===== src/rtl/rx_preamble_strip.sv =====
// rx_preamble_strip
//   GMII receive front end. Locks onto preamble + SFD, strips both, and holds
//   post-SFD bytes in a 4-byte delay line so that the trailing FCS is never
//   forwarded. The payload leaves on rx_data/rx_enable with an enable that is
//   gap-free for the whole frame. A one-cycle frame_done pulse reports the
//   payload length and the frame status.
//
//   Optional feature: define RX_FCS_CHECK_EN to build a reflected CRC-32 over
//   every post-SFD byte; frame_ok then also requires the good-FCS residue.
//
// Ports:
//   rx_clk      GMII receive clock, all logic on the rising edge
//   reset       asynchronous, active-high reset
//   gmii_rxd    raw GMII receive byte
//   gmii_rx_dv  GMII data valid
//   gmii_rx_er  GMII receive error (only honoured inside the payload)
//   rx_data     payload byte (preamble/SFD/FCS removed), holds when idle
//   rx_enable   rx_data valid
//   frame_done  one-cycle pulse at the end of each accepted frame
//   frame_ok    frame status, valid with frame_done
//   byte_count  payload bytes forwarded (FCS excluded), valid with frame_done
module rx_preamble_strip #(
  parameter int unsigned MIN_PREAMBLE = 2,
  parameter int unsigned MAX_LEN      = 1518
) (
  input  logic        rx_clk,
  input  logic        reset,
  input  logic [7:0]  gmii_rxd,
  input  logic        gmii_rx_dv,
  input  logic        gmii_rx_er,
  output logic [7:0]  rx_data,
  output logic        rx_enable,
  output logic        frame_done,
  output logic        frame_ok,
  output logic [10:0] byte_count
);

  localparam logic [7:0]  PRE_BYTE = 8'h55;
  localparam logic [7:0]  SFD_BYTE = 8'hD5;
  localparam logic [10:0] LEN_MAX  = 11'(MAX_LEN);

  typedef enum logic [2:0] {
    WAIT_IDLE,
    IDLE,
    PREAMBLE,
    PAYLOAD,
    DROP,
    FRAME_END
  } state_t;

  state_t      state_q, state_d;
  logic [3:0]  pre_cnt_q, pre_cnt_d;
  logic [10:0] len_q, len_d;
  logic [7:0]  sr_q [4];
  logic [7:0]  sr_d [4];
  logic        err_q, err_d;
  logic        ovf_q, ovf_d;
  logic [7:0]  rx_data_q, rx_data_d;
  logic        rx_enable_q, rx_enable_d;
  logic        frame_done_q, frame_done_d;
  logic        frame_ok_q, frame_ok_d;
  logic [10:0] byte_count_q, byte_count_d;
  logic        crc_ok;

`ifdef RX_FCS_CHECK_EN
  logic [31:0] crc_q, crc_d;

  function automatic logic [31:0] crc32_byte(input logic [31:0] c, input logic [7:0] d);
    logic [31:0] r;
    r = c ^ {24'h0, d};
    for (int unsigned i = 0; i < 8; i++) begin
      r = r[0] ? ((r >> 1) ^ 32'hEDB88320) : (r >> 1);
    end
    return r;
  endfunction

  assign crc_ok = (crc_q == 32'hDEBB20E3);
`else
  assign crc_ok = 1'b1;
`endif

  always_comb begin
    state_d      = state_q;
    pre_cnt_d    = pre_cnt_q;
    len_d        = len_q;
    sr_d         = sr_q;
    err_d        = err_q;
    ovf_d        = ovf_q;
    rx_data_d    = rx_data_q;
    rx_enable_d  = 1'b0;
    frame_done_d = 1'b0;
    frame_ok_d   = frame_ok_q;
    byte_count_d = byte_count_q;
`ifdef RX_FCS_CHECK_EN
    crc_d        = crc_q;
`endif

    unique case (state_q)
      WAIT_IDLE: begin
        if (!gmii_rx_dv) state_d = IDLE;
      end
      IDLE: begin
        if (gmii_rx_dv) begin
          if (gmii_rxd == PRE_BYTE) begin
            state_d   = PREAMBLE;
            pre_cnt_d = 4'd1;
          end else begin
            state_d = DROP;
          end
        end
      end
      PREAMBLE: begin
        if (!gmii_rx_dv) begin
          state_d = IDLE;
        end else if (gmii_rxd == PRE_BYTE) begin
          if (pre_cnt_q != 4'hF) pre_cnt_d = pre_cnt_q + 4'd1;
        end else if (gmii_rxd == SFD_BYTE && 32'(pre_cnt_q) >= MIN_PREAMBLE) begin
          state_d = PAYLOAD;
          len_d   = '0;
          err_d   = 1'b0;
          ovf_d   = 1'b0;
`ifdef RX_FCS_CHECK_EN
          crc_d   = '1;
`endif
        end else begin
          state_d = DROP;
        end
      end
      PAYLOAD: begin
        if (!gmii_rx_dv) begin
          // Status is computed on the transition so it is visible during FRAME_END;
          // the delay line still holds the FCS and is simply never forwarded.
          state_d      = FRAME_END;
          frame_done_d = 1'b1;
          byte_count_d = (len_q >= 11'd4) ? (len_q - 11'd4) : '0;
          frame_ok_d   = !err_q && !ovf_q && (len_q >= 11'd4) && crc_ok;
        end else begin
          if (gmii_rx_er) err_d = 1'b1;
          if (len_q == LEN_MAX) begin
            // Overlong: stop shifting and forwarding, enable drops.
            ovf_d = 1'b1;
          end else begin
            sr_d[0] = gmii_rxd;
            sr_d[1] = sr_q[0];
            sr_d[2] = sr_q[1];
            sr_d[3] = sr_q[2];
            len_d   = len_q + 11'd1;
`ifdef RX_FCS_CHECK_EN
            crc_d   = crc32_byte(crc_q, gmii_rxd);
`endif
            if (len_q >= 11'd4) begin
              rx_data_d   = sr_q[3];
              rx_enable_d = 1'b1;
            end
          end
        end
      end
      DROP: begin
        if (!gmii_rx_dv) state_d = IDLE;
      end
      FRAME_END: begin
        if (gmii_rx_dv && gmii_rxd == PRE_BYTE) begin
          state_d   = PREAMBLE;
          pre_cnt_d = 4'd1;
        end else begin
          state_d = IDLE;
        end
      end
      default: state_d = WAIT_IDLE;
    endcase
  end

  always_ff @(posedge rx_clk or posedge reset) begin
    if (reset) begin
      state_q      <= WAIT_IDLE;
      pre_cnt_q    <= '0;
      len_q        <= '0;
      sr_q         <= '{default: '0};
      err_q        <= 1'b0;
      ovf_q        <= 1'b0;
      rx_data_q    <= '0;
      rx_enable_q  <= 1'b0;
      frame_done_q <= 1'b0;
      frame_ok_q   <= 1'b0;
      byte_count_q <= '0;
`ifdef RX_FCS_CHECK_EN
      crc_q        <= '1;
`endif
    end else begin
      state_q      <= state_d;
      pre_cnt_q    <= pre_cnt_d;
      len_q        <= len_d;
      sr_q         <= sr_d;
      err_q        <= err_d;
      ovf_q        <= ovf_d;
      rx_data_q    <= rx_data_d;
      rx_enable_q  <= rx_enable_d;
      frame_done_q <= frame_done_d;
      frame_ok_q   <= frame_ok_d;
      byte_count_q <= byte_count_d;
`ifdef RX_FCS_CHECK_EN
      crc_q        <= crc_d;
`endif
    end
  end

  assign rx_data    = rx_data_q;
  assign rx_enable  = rx_enable_q;
  assign frame_done = frame_done_q;
  assign frame_ok   = frame_ok_q;
  assign byte_count = byte_count_q;

endmodule


===== config.mk =====
export PLATFORM = sky130hd
export DESIGN_NAME = rx_preamble_strip
export DESIGN_NICKNAME = d
export VERILOG_FILES = /design/src/rtl/rx_preamble_strip.sv
export SDC_FILE = /design/constraint.sdc
export NUM_CORES = 1
export LEC_CHECK = 0
export ABC_AREA = 1
export CAP_MARGIN = 10
export CORE_ASPECT_RATIO = 1.25
export CORE_UTILIZATION = 62
export DETAILED_ROUTE_END_ITERATION = 12
export PLACE_DENSITY = 0.92
export SLEW_MARGIN = 20
export SYNTH_ARGS = -nofsm -noshare
export SYNTH_HDL_FRONTEND = slang
export SYNTH_SLANG_ARGS = --single-unit

===== constraint.sdc =====
create_clock -name rx_clk -period 4.3 [get_ports rx_clk]
set_input_delay 0.645 -clock rx_clk [delete_from_list [all_inputs] [get_ports rx_clk]]
set_output_delay 0.645 -clock rx_clk [all_outputs]
set_load 0.01 [all_outputs]

==> metrics.txt <==
outcome complete, no violations; most used standard cell by instance count after synthesis nand2_1; wire length per cell 12.4 microns; number of top-level pins 34; largest net degree at the start of global routing 42; die extent in y 89.5 microns; wire length reported by the detailed router 7260 microns; most used flip-flop cell after synthesis dfrtp_1; FP Rows 31; biggest area contributors in the synthesized netlist dfrtp_1, nand2_1, nand3_1; first-pass GRT wire length 12,200 microns; total CTS buffers 9; element type at the critical path end flop; clock insertion delay at the later pin of the skew report 0.36 ns; Via Count 3,111; Slew Limit Fails 0; layout cell share with drive strength beyond 1 around a tenth; fraction of synthesized cell area taken by the top area cell type 48.8%; RD Place Congestion around 0.95; number of standard cells in the final layout excluding fillers 587; total global-route track usage 24.7%; worst min-delay path class reg -> reg; Mapped Area 3800 sq um; post-cts hold buffer count 0; GRT overflow 0; number of flip-flops and latches in the synthesized netlist 74; Cell Area, Placed 4130 sq um; number of filler cells placed in the layout 422; number of enable flip-flop cells after synthesis 0; net count of the mapped netlist 488; kind of critical path in -> reg; number of max-capacitance violations reported 0; shortest clock period the worst path allows after layout between 2 and 2.5 ns; number of buffers added for setup after CTS 0; ant diodes 0; Die Outline Area 6440 sq um; DRT antenna net count 0; Leak 2.27 nW; Std-Cell Core Area slightly below 6000 sq um; fmax approximately 0.42 GHz; clock tree from TritonCTS done; gate count of the mapped netlist 468; area overhead of the layout relative to synthesis 14.4%; die outline width between 70 and 80 microns; proportion of synthesized chip area in sequential cells between 40 and 50%; number of clock sinks 74; clock transition at the registers of the reported paths 0.08 ns; most used standard cells in the synthesized netlist nand2_1, dfrtp_1, nor2_1; Resize count post-CTS 0; per-instance average area after synthesis 8.11 sq um; post-synth cell types 33; worst rel slew slack 45.7%; count of warnings emitted by yosys 0; # port buffers 33; post-route cell area 4350 sq um; data arrival time of the critical path approximately 2.6 ns; number of global-route vias before repair about 2,800; worst-margin pin slew 0.813 ns; endpoint required time on the critical path 4.52 ns; via density per instance 5.30; Clock H-tree levels 3; DP HPWL approximately 5000 microns; number of nets in the layout between 500 and 600; Initial DRC Count 260; peak supply drop about 300 uV; multi-input combinational cell area around 1700 sq um; fraction of synthesis flops using an asynchronous set or reset pin 100%; Worst Clk Skew around 0.017 ns; clock root cell clkbuf_8; Worst Setup Start Kind primary input; Initial DRT Pass Iterations 4; final setup violating endpoints 0; setup tns final 0 ns; CP max FO 36; buffers from clock root to sink, at most 2; setup repair after global routing missed its margin false; cell taking the most area after synthesis dfrtp_1; crit share post-route 55.7%; DR DRC count 0; power per standard cell area 344 nW/um^2; initial antenna violation count 0; register cell area after layout 1850 sq um; placed cell count ~570; count of endpoints failing hold in the final timing report 0; initial core utilization 64.8%
## through the flow
stage	total power, mW	hold WS (ns)	setup WS, ns	util, %
5_1_grt	1.56	0.493	1.74	74.2
2_1_floorplan	0.893	0.434	1.77	-
4_1_cts	1.50	0.474	1.91	74.2
3_3_place_gp	0.934	0.450	1.55	70.6
6_report	1.49	0.474	1.91	74.2
3_5_place_dp	0.944	0.459	1.59	70.6
## state kept, by name (all words and copies together), names as in the netlist
| signal | cells |
|---|---|
| sr_q | 32 |
| rx_data | 8 |
| pre_cnt_q | 4 |
| rx_enable | 1 |
| state_q | 3 |
| ovf_q | 1 |
| byte_count | 11 |
| len_q | 11 |
| frame_done | 1 |
| err_q | 1 |
| frame_ok | 1 |
## metal layers
metal  up-vias  GRT usage [%]  part of all wire [%]
li1       1536              -                     -
met1      1483           30.1                    42
met2        75           41.9                    52
met3        17           4.74                   3.5
met4         0           13.0                   2.3
met5         -              0                     0
## cell families after synthesis
kind of cell	Yosys count	synth area share, %
buffers and inverters	53	6.99
and+or+nand+nor	281	32.5
AOI/OAI and AO/OA	39	6.13
adders and majority gates	8	2.64
xor gates and xnor gates	13	3.00
DFF	74	48.8
## cell type report
class,count,area share (%)
Sequential cell,74,42.6
Clock inverter,6,1.70
Multi-Input combinational cell,341,38.7
Inverter,39,3.54
Clock buffer,10,3.17
Timing Repair Buffer,35,7.95
Tap cell,82,2.36
## placed cells by master, fill, tap and decap left out, drive strengths merged, types with 8 or more instances in the layout
| cell type | instances |
|---|---|
| nand3 | 37 |
| nand2 | 185 |
| inv | 40 |
| ha | 8 |
| xor2 | 10 |
| o21ai | 35 |
| clkbuf | 10 |
| nor2 | 45 |
| dfrtp | 74 |
| clkdlybuf4s50 | 33 |
## path summary, 6_finish.rpt
path                             end  slack (ns)       start  depth (start not counted)
setup / recovery             sr_q[5]        1.91  gmii_rx_dv                          7
hold / removal              sr_q[21]        0.47    sr_q[29]                          2
setup reg to reg             sr_q[5]        1.95    len_q[2]                         10
hold reg to reg             sr_q[21]        0.47    sr_q[29]                          2
max in group asynchronous  len_q[10]        2.59       reset                          3
min in group asynchronous  rx_enable        0.77       reset                          2
## critical path, stage by stage
cell	delay, ns
clkdlybuf4s50_1	0.58
inv_1	0.21
nor2_4	0.45
buf_4	0.34
inv_4	0.17
nand2_1	0.11
o21ai_0	0.09
## report_power, final
part | total [mW] | switching [mW] | internal [mW]
Clock | 0.564 | 0.273 | 0.291
Combinational | 0.178 | 0.116 | 0.0621
Sequential | 0.752 | 0.0296 | 0.723
Note: power is estimated with default switching activity, not from simulation.
